--- config.mk ---
export PLATFORM = sky130hd
export DESIGN_NAME = mem_arbiter_flat
export DESIGN_NICKNAME = d
export VERILOG_FILES = /design/src/rtl/mem_arbiter_if.sv /design/src/rtl/mem_arbiter.sv /design/src/flat_wrapper.sv
export SDC_FILE = /design/constraint.sdc
export NUM_CORES = 1
export LEC_CHECK = 0
export BUFFER_PORTS_ARGS = -buffer_cell sky130_fd_sc_hd__buf_2
export CORE_AREA = 10 10 331 333
export DETAILED_ROUTE_END_ITERATION = 7
export DIE_AREA = 0 0 341 343
export HOLD_SLACK_MARGIN = 0.02
export PLACE_DENSITY = 0.3
export REMOVE_ABC_BUFFERS = 1
export SLEW_MARGIN = 20
export SYNTH_ARGS = -nofsm -noshare
export SYNTH_HDL_FRONTEND = slang
export SYNTH_SLANG_ARGS = --single-unit
--- constraint.sdc ---
create_clock -name clk -period 1.7 [get_ports clk]
set_input_delay 0.255 -clock clk [delete_from_list [all_inputs] [get_ports clk]]
set_output_delay 0.255 -clock clk [all_outputs]
set_load 0.005 [all_outputs]
--- src/rtl/mem_arbiter_if.sv ---
// One cache-to-memory block port: request strobes, block address and data, completion.
// The master drives requests and the slave answers them.
interface mem_arbiter_if #(
  parameter int ADDR_W = 28,
  parameter int DATA_W = 128
);
  logic              read;
  logic              write;
  logic [ADDR_W-1:0] addr;
  logic [DATA_W-1:0] wdata;
  logic [DATA_W-1:0] rdata;
  logic              ready;

  modport master (output read, write, addr, wdata, input rdata, ready);
  modport slave  (input read, write, addr, wdata, output rdata, ready);
endinterface

--- src/rtl/mem_arbiter.sv ---
// Shares one main-memory port between the I-cache and the D-cache, one grant at a time.
// Define MEM_ARB_RR_EN for round-robin tie breaking; otherwise the D-cache wins ties.
module mem_arbiter #(
  parameter int ADDR_W = 28,
  parameter int DATA_W = 128
) (
  input  logic           clk,
  input  logic           proc_reset,
  mem_arbiter_if.slave   i_mem,
  mem_arbiter_if.slave   d_mem,
  mem_arbiter_if.master  mem
);

  typedef enum logic [1:0] {IDLE = 2'd0, GNT_I = 2'd1, GNT_D = 2'd2} state_t;
  typedef enum logic {SIDE_I = 1'b0, SIDE_D = 1'b1} side_t;

`ifdef MEM_ARB_RR_EN
  localparam bit RR_EN = 1'b1;
`else
  localparam bit RR_EN = 1'b0;
`endif

  state_t state;
  side_t  last_gnt;
  logic   i_active;
  logic   d_active;
  logic   tie_to_d;
  logic   gnt_i;
  logic   gnt_d;

  assign i_active = i_mem.read | i_mem.write;
  assign d_active = d_mem.read | d_mem.write;
  assign tie_to_d = RR_EN ? (last_gnt == SIDE_I) : 1'b1;

  // A grant is held until memory completes or the owner withdraws both strobes.
  always_ff @(posedge clk) begin
    if (proc_reset) begin
      state    <= IDLE;
      last_gnt <= SIDE_I;
    end else begin
      case (state)
        IDLE: begin
          if (d_active && (!i_active || tie_to_d)) begin
            state    <= GNT_D;
            last_gnt <= SIDE_D;
          end else if (i_active) begin
            state    <= GNT_I;
            last_gnt <= SIDE_I;
          end
        end
        GNT_I: if (mem.ready || !i_active) state <= IDLE;
        GNT_D: if (mem.ready || !d_active) state <= IDLE;
        default: state <= IDLE;
      endcase
    end
  end

  assign gnt_i = (state == GNT_I);
  assign gnt_d = (state == GNT_D);

  // Request path is a live mux of the owner's signals; return path is steered to the owner only.
  assign mem.read  = gnt_i ? i_mem.read  : (gnt_d ? d_mem.read  : 1'b0);
  assign mem.write = gnt_i ? i_mem.write : (gnt_d ? d_mem.write : 1'b0);
  assign mem.addr  = gnt_i ? i_mem.addr  : (gnt_d ? d_mem.addr  : {ADDR_W{1'b0}});
  assign mem.wdata = gnt_i ? i_mem.wdata : (gnt_d ? d_mem.wdata : {DATA_W{1'b0}});

  assign i_mem.ready = gnt_i & mem.ready;
  assign d_mem.ready = gnt_d & mem.ready;
  assign i_mem.rdata = gnt_i ? mem.rdata : {DATA_W{1'b0}};
  assign d_mem.rdata = gnt_d ? mem.rdata : {DATA_W{1'b0}};

endmodule

--- src/flat_wrapper.sv ---
// flat-port wrapper written by rule: the top's interface ports become plain ports
module mem_arbiter_flat 
#(
  parameter int ADDR_W = 28,
  parameter int DATA_W = 128
)
  (clk, proc_reset, i_mem_read, i_mem_write, i_mem_addr, i_mem_wdata, i_mem_rdata, i_mem_ready, d_mem_read, d_mem_write, d_mem_addr, d_mem_wdata, d_mem_rdata, d_mem_ready, mem_read, mem_write, mem_addr, mem_wdata, mem_rdata, mem_ready);
  mem_arbiter_if #(.ADDR_W(ADDR_W), .DATA_W(DATA_W)) i_mem_i ();
  mem_arbiter_if #(.ADDR_W(ADDR_W), .DATA_W(DATA_W)) d_mem_i ();
  mem_arbiter_if #(.ADDR_W(ADDR_W), .DATA_W(DATA_W)) mem_i ();
  input  logic clk;
  input  logic proc_reset;
  input wire logic [$bits(i_mem_i.read)-1:0] i_mem_read;
  input wire logic [$bits(i_mem_i.write)-1:0] i_mem_write;
  input wire logic [$bits(i_mem_i.addr)-1:0] i_mem_addr;
  input wire logic [$bits(i_mem_i.wdata)-1:0] i_mem_wdata;
  output wire logic [$bits(i_mem_i.rdata)-1:0] i_mem_rdata;
  output wire logic [$bits(i_mem_i.ready)-1:0] i_mem_ready;
  input wire logic [$bits(d_mem_i.read)-1:0] d_mem_read;
  input wire logic [$bits(d_mem_i.write)-1:0] d_mem_write;
  input wire logic [$bits(d_mem_i.addr)-1:0] d_mem_addr;
  input wire logic [$bits(d_mem_i.wdata)-1:0] d_mem_wdata;
  output wire logic [$bits(d_mem_i.rdata)-1:0] d_mem_rdata;
  output wire logic [$bits(d_mem_i.ready)-1:0] d_mem_ready;
  output wire logic [$bits(mem_i.read)-1:0] mem_read;
  output wire logic [$bits(mem_i.write)-1:0] mem_write;
  output wire logic [$bits(mem_i.addr)-1:0] mem_addr;
  output wire logic [$bits(mem_i.wdata)-1:0] mem_wdata;
  input wire logic [$bits(mem_i.rdata)-1:0] mem_rdata;
  input wire logic [$bits(mem_i.ready)-1:0] mem_ready;
  assign i_mem_i.read = i_mem_read;
  assign i_mem_i.write = i_mem_write;
  assign i_mem_i.addr = i_mem_addr;
  assign i_mem_i.wdata = i_mem_wdata;
  assign i_mem_rdata = i_mem_i.rdata;
  assign i_mem_ready = i_mem_i.ready;
  assign d_mem_i.read = d_mem_read;
  assign d_mem_i.write = d_mem_write;
  assign d_mem_i.addr = d_mem_addr;
  assign d_mem_i.wdata = d_mem_wdata;
  assign d_mem_rdata = d_mem_i.rdata;
  assign d_mem_ready = d_mem_i.ready;
  assign mem_read = mem_i.read;
  assign mem_write = mem_i.write;
  assign mem_addr = mem_i.addr;
  assign mem_wdata = mem_i.wdata;
  assign mem_i.rdata = mem_rdata;
  assign mem_i.ready = mem_ready;
  mem_arbiter #(.ADDR_W(ADDR_W), .DATA_W(DATA_W)) u_core (.clk(clk), .proc_reset(proc_reset), .i_mem(i_mem_i), .d_mem(d_mem_i), .mem(mem_i));
endmodule
==> qor.txt, run 1 <==
Leak Pwr = 6.68 nW
Global Route met2 Usage = 23.8%
Seq/Total Area, Yosys = 1.18%
Max reg flops = 2
CTS Buf Count = 3
Clock slew at reported path FFs = 0.03 ns
Die Y = 343 um
Fillcell total = 12100
Vias in the first global route = 8607
Vias per Instance = 3.11
Syn. warnings = 0
Share of the synthesized area in the top cell type = 47.5%
R2R cell count = 4
Core area = 103000 um2
Met3 Usage GRT = 8.09%
GRT Max-Usage Layer = met2
CP Capture Point = mem_wdata[119]
Syn_area_per_cell = 6.96 um2
Final Hold Viols = 0
Fraction of layout cells with a size suffix above 1 = 75.2%
Largest regs = u_core.state (2)
CTS tree = yes
Relative slew slack = 53.7%
Drt first pass iters = 7
FF+latch area = 45.0 um2
Clock Tree Buf Depth = 2
Least-Margin Pin Slew = 0.678 ns
Critical path startpoint category = register
Total Power = 4.01 mW
RSZ-0062 raised after global routing = yes
Final instance area = 12400 um2
CP Data Arrival Time = 1.69 ns
Initial antenna violation count = 161
Hold slack final = 0.274 ns
GRT Overall Usage = 15.3%
Fin crit period = 1.95 ns
Run status = complete, but fails checks
Placed instance count = 2708
Number of synthesized flops with an enable pin = 0
Clk sinks = 2
Critical Path Source = u_core.state[0]
Critical Path End Type = primary output
Setup violations, final = 403
Count of hold-fix buffers inserted at cts = 0
First-pass GRT wire length = 115 mm
Multi-input gate area = 3310 um2
Antenna viol nets, final = 0
Placed cell area = 9620 um2
Ys async rst share = 0%
Final Cycle Share = 115%
Crit Path Class = register to primary output
GR Overflow Total = 0
DR vias = 8749
CP Max Fanout = 7
Top cells by count, synth = and2_1, a22o_1, buf_2, clkbuf_1, buf_4
Path type of the worst min-delay path = primary input to register
Area growth from synthesis to layout = 266%
Max Clock Freq = 0.513 GHz
Top post-synthesis cells by area = and2_1, a22o_1, buf_2, dfxtp_1, clkbuf_1
Yosys cell types = 11
Die W = 341 um
Worst skew pair latency = 0.22 ns
Largest register by flop count = u_core.state
Largest area contributor in the netlist = and2_1
Clk root buf = clkbuf_16
DRC violations left = 0
Initial DRC Count = 546
DPL Wire Length = 83.6 mm
Full die area = 117000 um2
Critical Path RT = 1.44 ns
Final nets = 1858
Site Rows = 118
Post-Syn Area = 3400 um2
Final Worst Setup Slack = -0.249 ns
Top FF cell, synth = dfxtp_1
Fin. max-slew vios = 0
Count leader, synth = and2_1
CTS H-tree lvls = 1
Pwr per Cell Area = 322 nW/um2
Routed WL = 96.6 mm
PortBufs = 862
Failing checks = negative setup slack
Final Non-Filler Cells = 2813
Gpl congestion = 0.940
Largest net degree at the start of global routing = 29
Initial Util = 3.30%
R2r setup slk = 0.28 ns
IO Pins = 863
Setup Skew = 0.00180 ns
Worst reg2reg path endpoint = u_core.state[1]
#FFs+latches synth = 2
Worst IR drop on VDD = 0.256 mV
Routed length per instance = 34.3 um
Worst r2r src = u_core.state[0]
Max Cap Viol = 0
GR met1 Demand/Resource = 19.6%
Synth Instances = 488
Setup WS pre-CTS = -0.192 ns
-- metrics by stage --
step | setup TNS [ns] | utilization (%)
3_3_place_gp | -0.740 | 9.35
4_1_cts | -62.55 | 11.6
5_1_grt | -70.59 | 12.0
2_1_floorplan | -3081.12 | -
6_report | -51.72 | 12.1
3_5_place_dp | -2.41 | 9.35
-- where the power goes --
| part | internal, mW | switching [mW] | total (mW) |
|---|---|---|---|
| clock | 0.299 | 0.0525 | 0.352 |
| combinational | 1.94 | 1.67 | 3.60 |
| sequential | 0.0509 | 0.00367 | 0.0545 |
| total | 2.29 | 1.72 | 4.01 |
-- cells by family (layout without fill, tap and decap cells) --
family                 after synthesis  in the layout  share of synthesized area (%)
AOI/OAI and AO/OA                  161            161                           41.5
buffers and inverters               64            985                           9.28
other                                0             24                              0
and+or+nand+nor                    261            261                           48.0
DFF                                  2              2                           1.18
-- critical path, stage by stage, from the launching register on --
cell     delay (ns)
dfxtp_2        0.32
buf_6          0.12
nor2b_4        0.13
buf_12         0.16
buf_16         0.17
buf_16         0.15
buf_12         0.12
a22o_1         0.14
buf_2          0.13
-- layout by cell type, fill, tap and decap left out --
| master | count |
|---|---|
| bufbuf_16 | 5 |
| diode_2 | 24 |
| a22o_4 | 13 |
| buf_8 | 21 |
| buf_4 | 19 |
| nor2_1 | 1 |
| a22o_2 | 1 |
| a211oi_1 | 1 |
| dfxtp_4 | 1 |
| and2_1 | 202 |
| and2_4 | 56 |
| buf_6 | 114 |
| buf_12 | 32 |
| a2111oi_0 | 1 |
| clkbuf_16 | 12 |
| buf_16 | 24 |
| o221a_2 | 1 |
| nor2b_4 | 2 |
| a22o_1 | 144 |
| dfxtp_2 | 1 |
| buf_2 | 758 |
-- metal layers --
layer  vias up  share of wire, %
li1       3635                 -
met1      3970                42
met2       810                43
met3       236                13
met4        98               1.2
met5         -              0.68
-- timing repair --
item / in CTS / in global routing
buffers inserted: 36 / 15
cloned: 34 / 9
resized for setup: 221 / 117
endpoints found under the setup margin: 387 / 416
pin swaps: 39 / 77
hold endpoints to repair: 0 / 0
-- layout make-up --
type                       count  area share [%]
antenna                       24           0.483
clock buffer                   3           0.603
multi-input combinational    422            26.6
sequential                     2           0.362
tap                         1380            13.9
timing repair buffer         982            58.1
-- worst min-delay path by stage --
stage | start | endpoint | slack (ns) | cells past startpoint
after floorplan | proc_reset | u_core.state[1] | 0.35 | 1
after global placement | proc_reset | u_core.state[1] | 0.53 | 2
after detailed placement | proc_reset | u_core.state[1] | 0.51 | 2
after CTS | proc_reset | u_core.state[1] | 0.27 | 2
after global routing | proc_reset | u_core.state[1] | 0.29 | 2
final | proc_reset | u_core.state[1] | 0.27 | 2
(Power assumes the default switching activity.)
==> run 2: changes to the inputs <==
--- a/config.mk
+++ b/config.mk
@@ -6,9 +6,9 @@
 export NUM_CORES = 1
 export LEC_CHECK = 0
 export BUFFER_PORTS_ARGS = -buffer_cell sky130_fd_sc_hd__buf_2
-export CORE_AREA = 10 10 331 333
+export CORE_AREA = 10 10 327 329
 export DETAILED_ROUTE_END_ITERATION = 7
-export DIE_AREA = 0 0 341 343
+export DIE_AREA = 0 0 337 339
 export HOLD_SLACK_MARGIN = 0.02
 export PLACE_DENSITY = 0.3
 export REMOVE_ABC_BUFFERS = 1
==> constraint.sdc (replaced) <==
create_clock -name clk -period 2.5 [get_ports clk]
set_input_delay 0.5 -clock clk [delete_from_list [all_inputs] [get_ports clk]]
set_output_delay 0.5 -clock clk [all_outputs]
set_load 0.005 [all_outputs]
==> run 2 against run 1 <==
Effect of this change:
- the run now ends clean
- clock-buffer cell count is the same
- power shrank 52%
- sequential share of layout area up 0.061 points
- critical endpoint is now mem_wdata[44]
- largest power group unchanged
==> qor.txt, run 2 (synthesis gave the netlist of run 1 again) <==
DPL Wire Length = 75.8 mm (-9.4%)
GR met1 Demand/Resource = 17.4% (-2.2 points)
Clk sinks = 2 (unchanged)
PortBufs = 862 (unchanged)
Vias per Instance = 3.03 (-2.4%)
Clock Tree Buf Depth = 2 (unchanged)
Setup violations, final = 0 (-100%)
Critical Path Most Common Cell = buf_4
Final Cycle Share = 97.3%
Largest regs = u_core.state (2)
Largest stage delay on the critical path = 0.42 ns (+0.10 ns)
Met3 Usage GRT = 5.08% (-3.0 points)
Seq pwr share = 2.0% (+0.6 points)
Largest net degree at the start of global routing = 92 (+220%)
Initial DRC Count = 360 (-34%)
Worst IR drop on VDD = 0.171 mV (-33%)
Drt first pass iters = 4 (-3)
GRT Overall Usage = 13.3% (-2.0 points)
Run status = complete, no violations
Slowest cell on crit path = dfxtp_1
Initial Util = 3.40% (+0.10 points)
Global Route met2 Usage = 21.6% (-2.1 points)
Routed length per instance = 31.1 um (-9.5%)
CP cell instances = nor2b_4 > buf_4 > buf_12 > buf_4 > a22o_1 > buf_2
Die Y = 339 um (-1.2%)
Most common cell after layout, fill and taps aside = buf_2
Count of hold-fix buffers inserted at cts = 0 (unchanged)
First-pass GRT wire length = 98.5 mm (-14%)
CP Data Arrival Time = 1.93 ns (+0.24 ns)
Fin. max-slew vios = 0 (unchanged)
Pwr per Cell Area = 204 nW/um2 (-37%)
Max Cap Viol = 0 (unchanged)
Least-Margin Pin Slew = 0.448 ns (-0.229 ns)
Total Power = 1.93 mW (-52%)
CP bufs+invs = 4 (-2)
Final nets = 1759 (-5.3%)
CP Max Fanout = 71 (+64)
Leak Pwr = 5.53 nW (-17%)
Die W = 337 um (-1.2%)
Path type of the worst min-delay path = primary input to register
Max reg flops = 2 (unchanged)
DR vias = 7959 (-9.0%)
GR Overflow Total = 0 (unchanged)
DRC violations left = 0 (unchanged)
Largest register by flop count = u_core.state
Max Clock Freq = 0.411 GHz
Site Rows = 116 (-1.7%)
Crit Path Class = register to primary output
GRT Max-Usage Layer = met2
Clock slew at reported path FFs = 0.03 ns (about the same)
CTS H-tree lvls = 1 (unchanged)
Relative slew slack = 70.1% (+16 points)
Combinational share of power = 85.6% (-4.3 points)
Antenna viol nets, final = 0 (unchanged)
Clk root buf = clkbuf_16
Area growth from synthesis to layout = 179%
Fraction of layout cells with a size suffix above 1 = 68.1% (-7.1 points)
Critical Path RT = 2.00 ns (+0.56 ns)
Clk pwr share = 12.4% (+3.6 points)
Gpl congestion = 0.869 (-7.6%)
IO Pins = 863 (unchanged)
Critical Path End Type = primary output
Initial antenna violation count = 145 (-9.9%)
Final Hold Viols = 0 (unchanged)
Setup Skew = 0.00199 ns (+0.000188 ns)
Vias in the first global route = 7900 (-8.2%)
Full die area = 114000 um2 (-2.3%)
Final Non-Filler Cells = 2623 (-6.8%)
Routed WL = 81.5 mm (-16%)
Worst skew pair latency = 0.22 ns (about the same)
Placed instance count = 2601 (-4.0%)
RSZ-0062 raised after global routing = no
Internal power = 1.01 mW (-56%)
CTS tree = yes
CTS Buf Count = 3 (unchanged)
Switching Share = 47.6% (+4.7 points)
Core area = 99900 um2 (-3.0%)
Switching pwr = 921 uW (-47%)
Critical path startpoint category = register
Cell family with most CP delay = buffers and inverters
Fin crit period = 2.43 ns
Most frequent cells in the layout = buf_2, and2_1, a22o_1
Fillcell total = 11900 (-1.4%)
==> run 2: cell types whose count changed in the layout (fill, tap and decap cells not counted), sizes merged <==
cell	delta
clkbuf	-9
buf	-86
diode	-9
bufbuf	-4
==> run 2: final timing paths <==
path         slack [ns]  cells past startpoint               to       startpoint
max                0.07                      6    mem_wdata[44]  u_core.state[0]
min                0.49                      2  u_core.state[1]       proc_reset
max reg2reg        1.68                      1  u_core.state[1]  u_core.state[1]
min reg2reg        0.57                      1  u_core.state[1]  u_core.state[0]
==> run 2: layer usage <==
metal / share of wire, % / wire [um] / vias up
met5: 0.49 / 398 / -
met4: 1.6 / 1280 / 58
met3: 10 / 8190 / 210
met2: 44 / 35800 / 727
met1: 44 / 35800 / 3569
li1: - / - / 3395
==> run 2: cell type report <==
type	instances	area [um2]	share of cell area [%]
repair buffers	883	4630	48.9
multi-input cells	422	3060	32.3
well taps	1298	1620	17.2
flip-flops and latches	2	40.0	0.423
clock buffers	3	75.1	0.793
diodes	15	37.5	0.396
==> run 2: power by group through the flow <==
stage	clock network, mW	registers (mW)	logic, mW
floorplan	0	0.0363	0.572
CTS	0.242	0.0378	1.71
detailed placement	0	0.0381	1.68
global placement	0	0.0381	1.69
finish	0.240	0.0378	1.66
global route	0.246	0.0381	1.79
==> run 2: repair_timing <==
item,in CTS,in global routing
buffers inserted,3,0
gates resized for setup,1,3
pin swaps,0,0
gates cloned,1,0
setup endpoints to repair,4,3
==> run 2: stage by stage <==
step / cell area (um2) / TNS [ns] / hold WS, ns / utilization, % / setup WS (ns)
global placement: 9290 / 0 / 0.563 / 9.30 / 0.187
detailed placement: 9290 / 0 / 0.567 / 9.30 / 0.180
CTS: 9420 / 0 / 0.506 / 9.44 / 0.0112
finish: 9470 / 0 / 0.494 / 9.48 / 0.0686
global route: 9430 / 0 / 0.521 / 9.45 / 0.0106
floorplan: 3080 / -2850.24 / 0.460 / - / -6.98
